<file path="config.mk">
export PLATFORM = sky130hd
export DESIGN_NAME = hazard_scoreboard
export DESIGN_NICKNAME = d
export VERILOG_FILES = /design/src/rtl/hazard_scoreboard_pkg.sv /design/src/rtl/hazard_scoreboard_wb_slot_queue.sv /design/src/rtl/hazard_scoreboard.sv
export SDC_FILE = /design/constraint.sdc
export NUM_CORES = 1
export LEC_CHECK = 0
export CAP_MARGIN = 40
export CORE_MARGIN = 4
export CORE_UTILIZATION = 50
export CTS_BUF_LIST = sky130_fd_sc_hd__clkbuf_8
export CTS_CLUSTER_SIZE = 10
export DETAILED_ROUTE_END_ITERATION = 10
export PLACE_DENSITY = 0.76
export SLEW_MARGIN = 20
export SYNTH_ARGS = -nofsm -noshare
export SYNTH_HDL_FRONTEND = slang
export SYNTH_SLANG_ARGS = --single-unit
</file>
<file path="constraint.sdc">
create_clock -name clk -period 5.6 [get_ports clk]
set_clock_uncertainty 0.2 [all_clocks]
set_input_delay 0.84 -clock clk [delete_from_list [all_inputs] [get_ports clk]]
set_output_delay 0.84 -clock clk [all_outputs]
set_load 0.01 [all_outputs]
</file>
<file path="src/rtl/hazard_scoreboard_pkg.sv">
// Shared constants and helpers for the issue-stage hazard scoreboard.
// Latency: n/a (declarations only).
// Backpressure: n/a.
package hazard_scoreboard_pkg;

  localparam logic [4:0] REG_ZERO    = 5'd0;
  localparam int         MAX_LAT_DEF = 8;
  localparam int         LAT_W_DEF   = 4;

  // Issue latency codes presented by the controller on issue_lat.
  localparam logic [3:0] LAT_ALU     = 4'd1;
  localparam logic [3:0] LAT_LOAD    = 4'd2;
  localparam logic [3:0] LAT_MULDIV  = 4'd6;

  // A zero latency is treated as one cycle; anything beyond the deepest unit is clamped.
  function automatic int unsigned eff_latency(input int unsigned lat, input int unsigned max_lat);
    if (lat == 0) return 1;
    if (lat > max_lat) return max_lat;
    return lat;
  endfunction

endpackage

</file>
<file path="src/rtl/hazard_scoreboard_wb_slot_queue.sv">
// Writeback reservation queue: one entry per future retire cycle, shifted every clock.
// Latency: reservation made in cycle t retires (wb_valid) in cycle t+lat.
// Backpressure: none; caller must check busy before reserving the slot at lat.
module wb_slot_queue
  import hazard_scoreboard_pkg::*;
#(
  parameter int MAX_LAT = MAX_LAT_DEF,
  parameter int REG_W   = 5,
  parameter int LAT_W   = LAT_W_DEF
) (
  input  logic             clk,
  input  logic             rst,
  input  logic             flush,
  input  logic             rsv_en,
  input  logic [LAT_W-1:0] lat,
  input  logic [REG_W-1:0] rsv_dst,
  output logic             busy,
  output logic             wb_valid,
  output logic [REG_W-1:0] wb_dst
);

  // slot_vld[j] set in cycle t means a write retires in cycle t+1+j.
  logic             slot_vld [MAX_LAT];
  logic [REG_W-1:0] slot_dst [MAX_LAT];

  // Occupancy of the slot that would retire lat cycles from now.
  always_comb begin
    busy = 1'b0;
    for (int j = 0; j < MAX_LAT; j++) begin
      if (lat == LAT_W'(j + 1)) busy = slot_vld[j];
    end
  end

  // Shift the queue toward retirement and drop a new reservation into its slot.
  always_ff @(posedge clk) begin
    if (!rst || flush) begin
      wb_valid <= 1'b0;
      wb_dst   <= '0;
      for (int j = 0; j < MAX_LAT; j++) begin
        slot_vld[j] <= 1'b0;
        slot_dst[j] <= '0;
      end
    end else begin
      if (rsv_en && lat == LAT_W'(1)) begin
        wb_valid <= 1'b1;
        wb_dst   <= rsv_dst;
      end else begin
        wb_valid <= slot_vld[0];
        wb_dst   <= slot_dst[0];
      end
      for (int j = 0; j < MAX_LAT - 1; j++) begin
        if (rsv_en && lat == LAT_W'(j + 2)) begin
          slot_vld[j] <= 1'b1;
          slot_dst[j] <= rsv_dst;
        end else begin
          slot_vld[j] <= slot_vld[j + 1];
          slot_dst[j] <= slot_dst[j + 1];
        end
      end
      slot_vld[MAX_LAT - 1] <= 1'b0;
      slot_dst[MAX_LAT - 1] <= '0;
    end
  end

endmodule

</file>
<file path="src/rtl/hazard_scoreboard.sv">
// Issue-stage hazard unit: per-register pending-write counters plus writeback-port reservations.
// Latency: stall is combinational in the issue cycle; wb_valid/pending update on the next edge.
// Backpressure: stall=1 holds ID on RAW, WAW or write-port conflict, and throughout reset.
module hazard_scoreboard
  import hazard_scoreboard_pkg::*;
#(
  parameter int NUM_REGS = 32,
  parameter int REG_W    = 5,
  parameter int MAX_LAT  = MAX_LAT_DEF,
  parameter int LAT_W    = LAT_W_DEF
) (
  input  logic                clk,
  input  logic                rst,
  input  logic                flush,
  input  logic                issue_valid,
  input  logic [REG_W-1:0]    issue_rs,
  input  logic [REG_W-1:0]    issue_rt,
  input  logic                issue_rs_used,
  input  logic                issue_rt_used,
  input  logic                issue_wr,
  input  logic [REG_W-1:0]    issue_dst,
  input  logic [LAT_W-1:0]    issue_lat,
  output logic                stall,
  output logic                wb_valid,
  output logic [REG_W-1:0]    wb_dst,
  output logic [NUM_REGS-1:0] pending
);

  localparam logic [REG_W-1:0] ZERO = REG_W'(REG_ZERO);

  // cnt[r] = cycles until r's result is forwardable; it is 0 in the retire cycle.
  logic [LAT_W-1:0] cnt [NUM_REGS];
  logic [LAT_W-1:0] eff_l;
  logic             raw, waw, port_conf, wr_track, slot_busy, reserve;

  // Effective latency, hazard terms and the stall decision.
  always_comb begin
    eff_l     = LAT_W'(eff_latency(32'(issue_lat), MAX_LAT));
    wr_track  = issue_wr && (issue_dst != ZERO);
    raw       = (issue_rs_used && (issue_rs != ZERO) && (cnt[issue_rs] != '0)) ||
                (issue_rt_used && (issue_rt != ZERO) && (cnt[issue_rt] != '0));
    waw       = wr_track && (cnt[issue_dst] > eff_l);
    port_conf = wr_track && slot_busy;
    stall     = 1'b1;
    if (rst) stall = issue_valid && (raw || waw || port_conf);
    // A flush squashes the issue even when it would otherwise be accepted.
    reserve   = issue_valid && !stall && !flush && wr_track;
  end

  // Counters tick down each cycle; a new write loads L-1 because one cycle elapses across the issue edge.
  always_ff @(posedge clk) begin
    if (!rst || flush) begin
      for (int r = 0; r < NUM_REGS; r++) cnt[r] <= '0;
    end else begin
      cnt[0] <= '0;
      for (int r = 1; r < NUM_REGS; r++) begin
        if (reserve && issue_dst == REG_W'(r)) cnt[r] <= eff_l - LAT_W'(1);
        else if (cnt[r] != '0)                  cnt[r] <= cnt[r] - LAT_W'(1);
      end
    end
  end

  // Pending flags mirror the counter flops; register 0 is never tracked.
  always_comb begin
    pending = '0;
    for (int r = 1; r < NUM_REGS; r++) pending[r] = (cnt[r] != '0);
  end

  wb_slot_queue #(
    .MAX_LAT (MAX_LAT),
    .REG_W   (REG_W),
    .LAT_W   (LAT_W)
  ) u_slots (
    .clk      (clk),
    .rst      (rst),
    .flush    (flush),
    .rsv_en   (reserve),
    .lat      (eff_l),
    .rsv_dst  (issue_dst),
    .busy     (slot_busy),
    .wb_valid (wb_valid),
    .wb_dst   (wb_dst)
  );

endmodule
</file>
==> metrics.csv, run 1 <==
stage,metric,value,unit
status,status,"finished, final reports clean",
detailed_routing,drt drc,0,
finish,register area,5100,µm²
die,core area,23700,µm²
die,Die ar.,26900,µm²
setup_path,Setup crit end kind,output pin,
logic_synthesis,Post-synth EDFFs,166,
detailed_routing,routed vias,10300,
pwr,Final Power,6.97,mW
cts,clk buf depth,2,
finish,Area Overhead vs Synth,14.4,%
logic_synthesis,"Cell Area, Synth",12200,µm²
cts,Clock Tree Root,clkbuf_8,
die,cell row count,56,
global_route,overall routing resource usage,25.9,%
min_path,Hold Crit Class,register to register,
finish,antenna diode count,0,
global_route,GR Layer Usage met3,5.55,%
timing,final hold vios,0,
cts,CTS sink cnt,172,
cts,TritonCTS clock tree,done,
setup_path,critical path arrival,4.38,ns
cts,Num CTS Buffers,17,
timing,worst setup margin,0.180,ns
global_route,met2 Usage GRT,41.5,%
cts,Post-CTS Setup Bufs,0,
logic_synthesis,post-synth cell types,61,
global_route,GRT busiest layer,met2,
global_route,initial antenna violation count,0,
cts,Clock Latency Late Sink,0.49,ns
die,die height,164,µm
die,I/O pins,65,
setup_path,Startpoint Class,primary input,
setup_path,crit-path max FO,12,
logic_synthesis,synthesized netlist cell count,1197,
setup_path,Critical Path RT,4.56,ns
run,max-cap violations,0,
placed_design,RD Place Congestion,0.964,
detailed_routing,DRT Pass-1 Iters,5,
global_route,first-pass GRT wire length,54000,µm
die,Die Wd,164,µm
cts,CTS resizes,0,
cts,hold_buf cts,0,
die,starting density of the core,51.4,%
timing,RSZ-0062 raised after global routing,no,
finish,share of layout cells above drive strength 1,14.0,%
detailed_routing,Avg WL per Cell,21.3,µm
global_route,GRT overflow,0,
detailed_routing,via-per-instance ratio,6.32,
cts,htree depth,4,
timing,Final min period,5.42,ns
pwr,leakage power,5.78,nW
global_route,vias in the first global route,9852,
detailed_routing,DR iter-0 viols,1429,
logic_synthesis,"Top FF cell, synth",edfxtp_1,
setup_path,Setup Crit Path Kind,primary input to output pin,
logic_synthesis,"FFs w/ async S/R, synth",0,%
timing,setup TNS,0,ns
cts,"CTS clk-pin slew, worst paths",0.12,ns
timing,fmax,0.184,GHz
logic_synthesis,register bit total from synthesis,172,
placed_design,post-DP HPWL,25200,µm
finish,# fillers,2022,
timing,period utilisation layout,96.8,%
timing,Slew @ Worst Pin,0.839,ns
logic_synthesis,share of the yosys chip area belonging to registers,42.0,%
global_route,largest net degree at the start of global routing,62,
placed_design,Buffers on Ports,63,
placed_design,Placement Setup Slack,0.0722,ns
pwr,maximum vdd drop,0.314,mV
timing,slew margin rel.,43.9,%
finish,final net count,1364,
timing,max-slew violation count,0,
finish,"most common cell after layout, fill and taps aside",edfxtp_1,
timing,worst hold-check slack,0.336,ns
timing,# setup viols final,0,
global_route,met1 usage,34.8,%
detailed_routing,antenna-violating nets left,0,
pwr,Pwr Density,501,nW/µm²
logic_synthesis,YS warnings,0,
logic_synthesis,Syn Area/Cell,10.2,µm²
detailed_routing,final WL,34700,µm
finish,"commonest non-fill, non-tap cells in the layout","edfxtp_1 (166), nand2_1 (131), nor2_1 (90)",
finish,area of the multi-input gates,6590,µm²
==> flip-flops by register name, indices dropped and copies added, names as in the netlist <==
| signal | flops |
|---|---|
| cnt | 124 |
| u_slots.slot_dst | 35 |
| u_slots.slot_vld | 7 |
| u_slots.wb_dst | 5 |
| u_slots.wb_valid | 1 |
==> layer usage <==
metal / share of wire [%] / wire length [µm] / vias up
met5: 0 / 0 / -
met4: 3.1 / 1090 / 0
met3: 11 / 3970 / 94
met2: 46 / 16000 / 652
met1: 39 / 13600 / 4899
li1: - / - / 4649
==> area by class of cell <==
| cell class | count | area share [%] |
|---|---|---|
| inverters | 88 | 2.37 |
| multi-input cells | 903 | 47.3 |
| well taps | 319 | 2.87 |
| flip-flops and latches | 172 | 36.7 |
| repair buffers | 116 | 7.86 |
| clock buffers | 17 | 1.68 |
| clock inverters | 15 | 1.21 |
==> cells by family (layout without fill, tap and decap cells) <==
kind of cell    count (synthesis)  in the layout  share of synthesized area [%]
compound gates                169            169                           10.1
xor+xnor                       26             26                           1.87
fa+ha+maj                      40             40                           4.11
buf+inv                       163            236                           5.29
flops                         172            172                           42.0
mux                           158            158                           17.5
other cells                     2             43                         0.0617
simple gates                  467            467                           19.0
==> critical path, cell delays in order <==
cell and delay [ns]:
clkbuf_4 0.20, buf_12 0.18, mux4_2 0.51, mux4_2 0.46, nor2_1 0.14, a31oi_1 0.07, ha_1 0.31, nand2_1 0.07
o21a_1 0.20, o31a_1 0.28, and4_1 0.26, o21ai_0 0.17, nand2_1 0.07, nand2_1 0.07, clkdlybuf4s50_1 0.54
==> stage by stage <==
stage                     cells  utilization [%]  area (µm²)
final                      1630             58.8       13900
after CTS                  1627             58.5       13900
after floorplan            1238                -       12300
after global routing       1630             58.8       13900
after detailed placement   1595             56.8       13500
after global placement     1593             56.8       13400
==> final timing paths <==
| kind | to | start | slack (ns) | cells past startpoint |
|---|---|---|---|---|
| worst max register to register | cnt[12][0] | cnt[30][3] | 0.72 | 13 |
| worst min register to register | u_slots.wb_dst[0] | u_slots.slot_dst[0][0] | 0.34 | 2 |
| worst min-delay path | u_slots.wb_dst[0] | u_slots.slot_dst[0][0] | 0.34 | 2 |
| worst max-delay path | stall | issue_dst[0] | 0.18 | 15 |
==> report_power, final <==
part / internal, mW / switching, mW / total, mW / leakage [nW]
registers: 1.98 / 0.558 / 2.54 / 1.91
logic: 1.69 / 1.83 / 3.52 / 3.66
clock network: 0.341 / 0.567 / 0.908 / 0.208
total: 4.02 / 2.95 / 6.97 / 5.78
==> synthesized netlist by cell type, drive strengths merged, types with 2 or more instances <==
cell     number  share of area (%)
a2111oi       3               0.58
nor2         91                2.8
edfxtp      166                 41
a31oi        28                1.4
nand4        21                1.1
mux2         32                3.0
xor2         25                1.8
o2111ai       4               0.29
mux4         41                7.6
a21oi        34                1.4
o31ai         8               0.49
or2           7               0.36
o221a         5               0.46
inv          88                2.7
or3b          2               0.14
a2bb2oi       8               0.58
nor3         38                1.6
buf          15               0.72
a21o          6               0.37
nor4         30                1.5
o211ai        8               0.49
o31a         21                1.5
nor3b         5               0.31
and3         16               0.82
clkbuf       60                1.9
nor2b         8               0.41
or4           4               0.25
nand3b       10               0.62
nand2b        9               0.46
conb          2              0.062
nand3        50                2.1
o21ai        17               0.70
nand2       131                4.0
ha           40                4.1
and4          4               0.29
o311ai        5               0.36
or3          27                1.4
mux2i        85                7.0
a211oi       10               0.62
a311oi        3               0.22
dfxtp         6               0.99
and2         11               0.57
a22oi         2               0.12
No activity file was read; power rests on OpenSTA's default activity.
==> run 2, diff against run 1 <==
CTS_BUF_LIST = sky130_fd_sc_hd__clkbuf_4   (was sky130_fd_sc_hd__clkbuf_8)
SLEW_MARGIN = 15   (was 20)
TNS_END_PERCENT = 100   (was not set)
==> metrics.csv, run 2 (same netlist as run 1, synthesis figures left out) <==
stage,metric,value,unit,change
status,status,"finished, final reports clean",,
timing,final hold vios,0,,unchanged
cts,TritonCTS clock tree,done,,
cts,CTS resizes,0,,unchanged
cts,"CTS clk-pin slew, worst paths",0.20,ns,+0.08 ns
timing,slew margin rel.,38.3,%,-5.6 points
setup_path,critical path arrival,4.39,ns,about the same
detailed_routing,Avg WL per Cell,21.1,µm,-0.62%
timing,period utilisation layout,97.0,%,+0.16 points
detailed_routing,antenna-violating nets left,0,,unchanged
min_path,Hold Crit Class,register to register,,
setup_path,Setup crit end kind,output pin,,
cts,Post-CTS Setup Bufs,0,,unchanged
detailed_routing,routed vias,10400,,+0.78%
placed_design,RD Place Congestion,0.964,,unchanged
global_route,vias in the first global route,9984,,+1.3%
detailed_routing,final WL,34400,µm,-0.75%
finish,post-route cell area,13800,µm²,-0.97%
finish,Area Overhead vs Synth,13.3,%,
die,starting density of the core,51.4,%,unchanged
run,max-cap violations,0,,unchanged
die,cell row count,56,,unchanged
global_route,first-pass GRT wire length,54100,µm,about the same
timing,fmax,0.184,GHz,-0.17%
detailed_routing,via-per-instance ratio,6.37,,+0.90%
setup_path,CP max stage delay,0.52,ns,-0.02 ns
timing,setup TNS,0,ns,unchanged
setup_path,crit path cell chain,"buf_2, buf_12, mux4_2, mux4_2, nor2_1, a31oi_1, ha_1, a21oi_1, o21a_1, o31ai_1, nor4_1, o21ai_0, nand2_1, nand2_1, clkdlybuf4s50_1",,
cts,hold_buf cts,0,,unchanged
placed_design,post-DP HPWL,25300,µm,+0.28%
global_route,overall routing resource usage,25.8,%,about the same
placed_design,Buffers on Ports,63,,unchanged
global_route,GRT overflow,0,,unchanged
setup_path,Setup Crit Path Kind,primary input to output pin,,
finish,# fillers,2067,,+2.2%
timing,RSZ-0062 raised after global routing,no,,
finish,share of layout cells above drive strength 1,13.6,%,-0.35 points
cts,htree depth,4,,unchanged
detailed_routing,DRT Pass-1 Iters,6,,+1
detailed_routing,DR iter-0 viols,1359,,-4.9%
setup_path,Critical Path RT,4.56,ns,about the same
placed_design,DP Area,13500,µm²,unchanged
global_route,largest net degree at the start of global routing,62,,unchanged
finish,flip-flop count of the largest register after layout,124,,unchanged
global_route,initial antenna violation count,1,,+1
cts,clk buf depth,2,,unchanged
pwr,maximum vdd drop,0.305,mV,-2.9%
finish,Largest regs,"cnt x124, u_slots.slot_dst x35, u_slots.slot_vld x7",,
finish,"commonest non-fill, non-tap cells in the layout","edfxtp_1 (166), nand2_1 (131), nor2_1 (91)",,
timing,# setup viols final,0,,unchanged
timing,worst hold-check slack,0.334,ns,-0.00254 ns
die,core area,23700,µm²,unchanged
cts,Clock Latency Late Sink,0.63,ns,+0.14 ns
timing,Final min period,5.43,ns,+0.00912 ns
timing,Slew @ Worst Pin,0.917,ns,+0.0785 ns
setup_path,Startpoint Class,primary input,,
cts,Clock Tree Root,clkbuf_4,,
pwr,Pwr Density,495,nW/µm²,-1.1%
die,die height,164,µm,unchanged
die,Die ar.,26900,µm²,unchanged
setup_path,crit-path max FO,24,,+12
die,Die Wd,164,µm,unchanged
pwr,leakage power,5.71,nW,-1.2%
setup_path,CP max-delay cell,mux4_2,,
detailed_routing,drt drc,0,,unchanged
finish,final net count,1361,,-0.22%
cts,Num CTS Buffers,17,,unchanged
finish,"Most flops, register",cnt,,
cts,CTS sink cnt,172,,unchanged
timing,max-slew violation count,0,,unchanged
finish,"most common cell after layout, fill and taps aside",edfxtp_1,,
die,I/O pins,65,,unchanged
## run 2: critical path: cells and delay by family
kind | cells | cell delay, ns
muxes | 2 | 0.98
buffers and inverters | 3 | 0.86
and+or+nand+nor | 4 | 0.77
AOI/OAI and AO/OA | 5 | 0.62
adders and majority gates | 1 | 0.31
## run 2: final cells by class
type,instances,area [µm²],share of cell area [%]
multi-input cells,903,6580,47.7
flip-flops and latches,172,5100,37.0
inverters,88,330,2.40
diodes,1,2.50,0.0182
well taps,319,399,2.90
repair buffers,113,1050,7.59
clock inverters,15,194,1.41
clock buffers,17,128,0.926
## run 2: final timing paths
kind | startpoint | end | slack, ns | depth (start not counted)
min | u_slots.slot_dst[0][4] | u_slots.wb_dst[4] | 0.33 | 2
max | issue_dst[0] | stall | 0.17 | 15
max reg2reg | cnt[22][3] | cnt[12][0] | 0.77 | 13
min reg2reg | u_slots.slot_dst[0][4] | u_slots.wb_dst[4] | 0.33 | 2
## run 2: power breakdown
group / internal (mW) / switching, mW
Combinational: 1.68 / 1.83
Clock: 0.215 / 0.561
Sequential: 1.98 / 0.554
## run 2: per-stage QoR
stage	utilization [%]	setup WS [ns]	std cells	total power, mW
detailed placement	56.8	0.0833	1595	5.98
global placement	56.8	0.170	1593	5.88
CTS	58.2	0.197	1627	6.75
global route	58.2	0.00491	1628	7.25
floorplan	-	0.121	1238	4.68
finish	58.2	0.171	1628	6.82
## run 2: layer usage
layer	global-route usage (%)	vias to the layer above	routed length [µm]
li1	-	4655	-
met1	35.1	4935	13600
met2	41.0	663	15700
met3	4.87	121	3780
met4	10.6	0	1380
met5	0	-	0
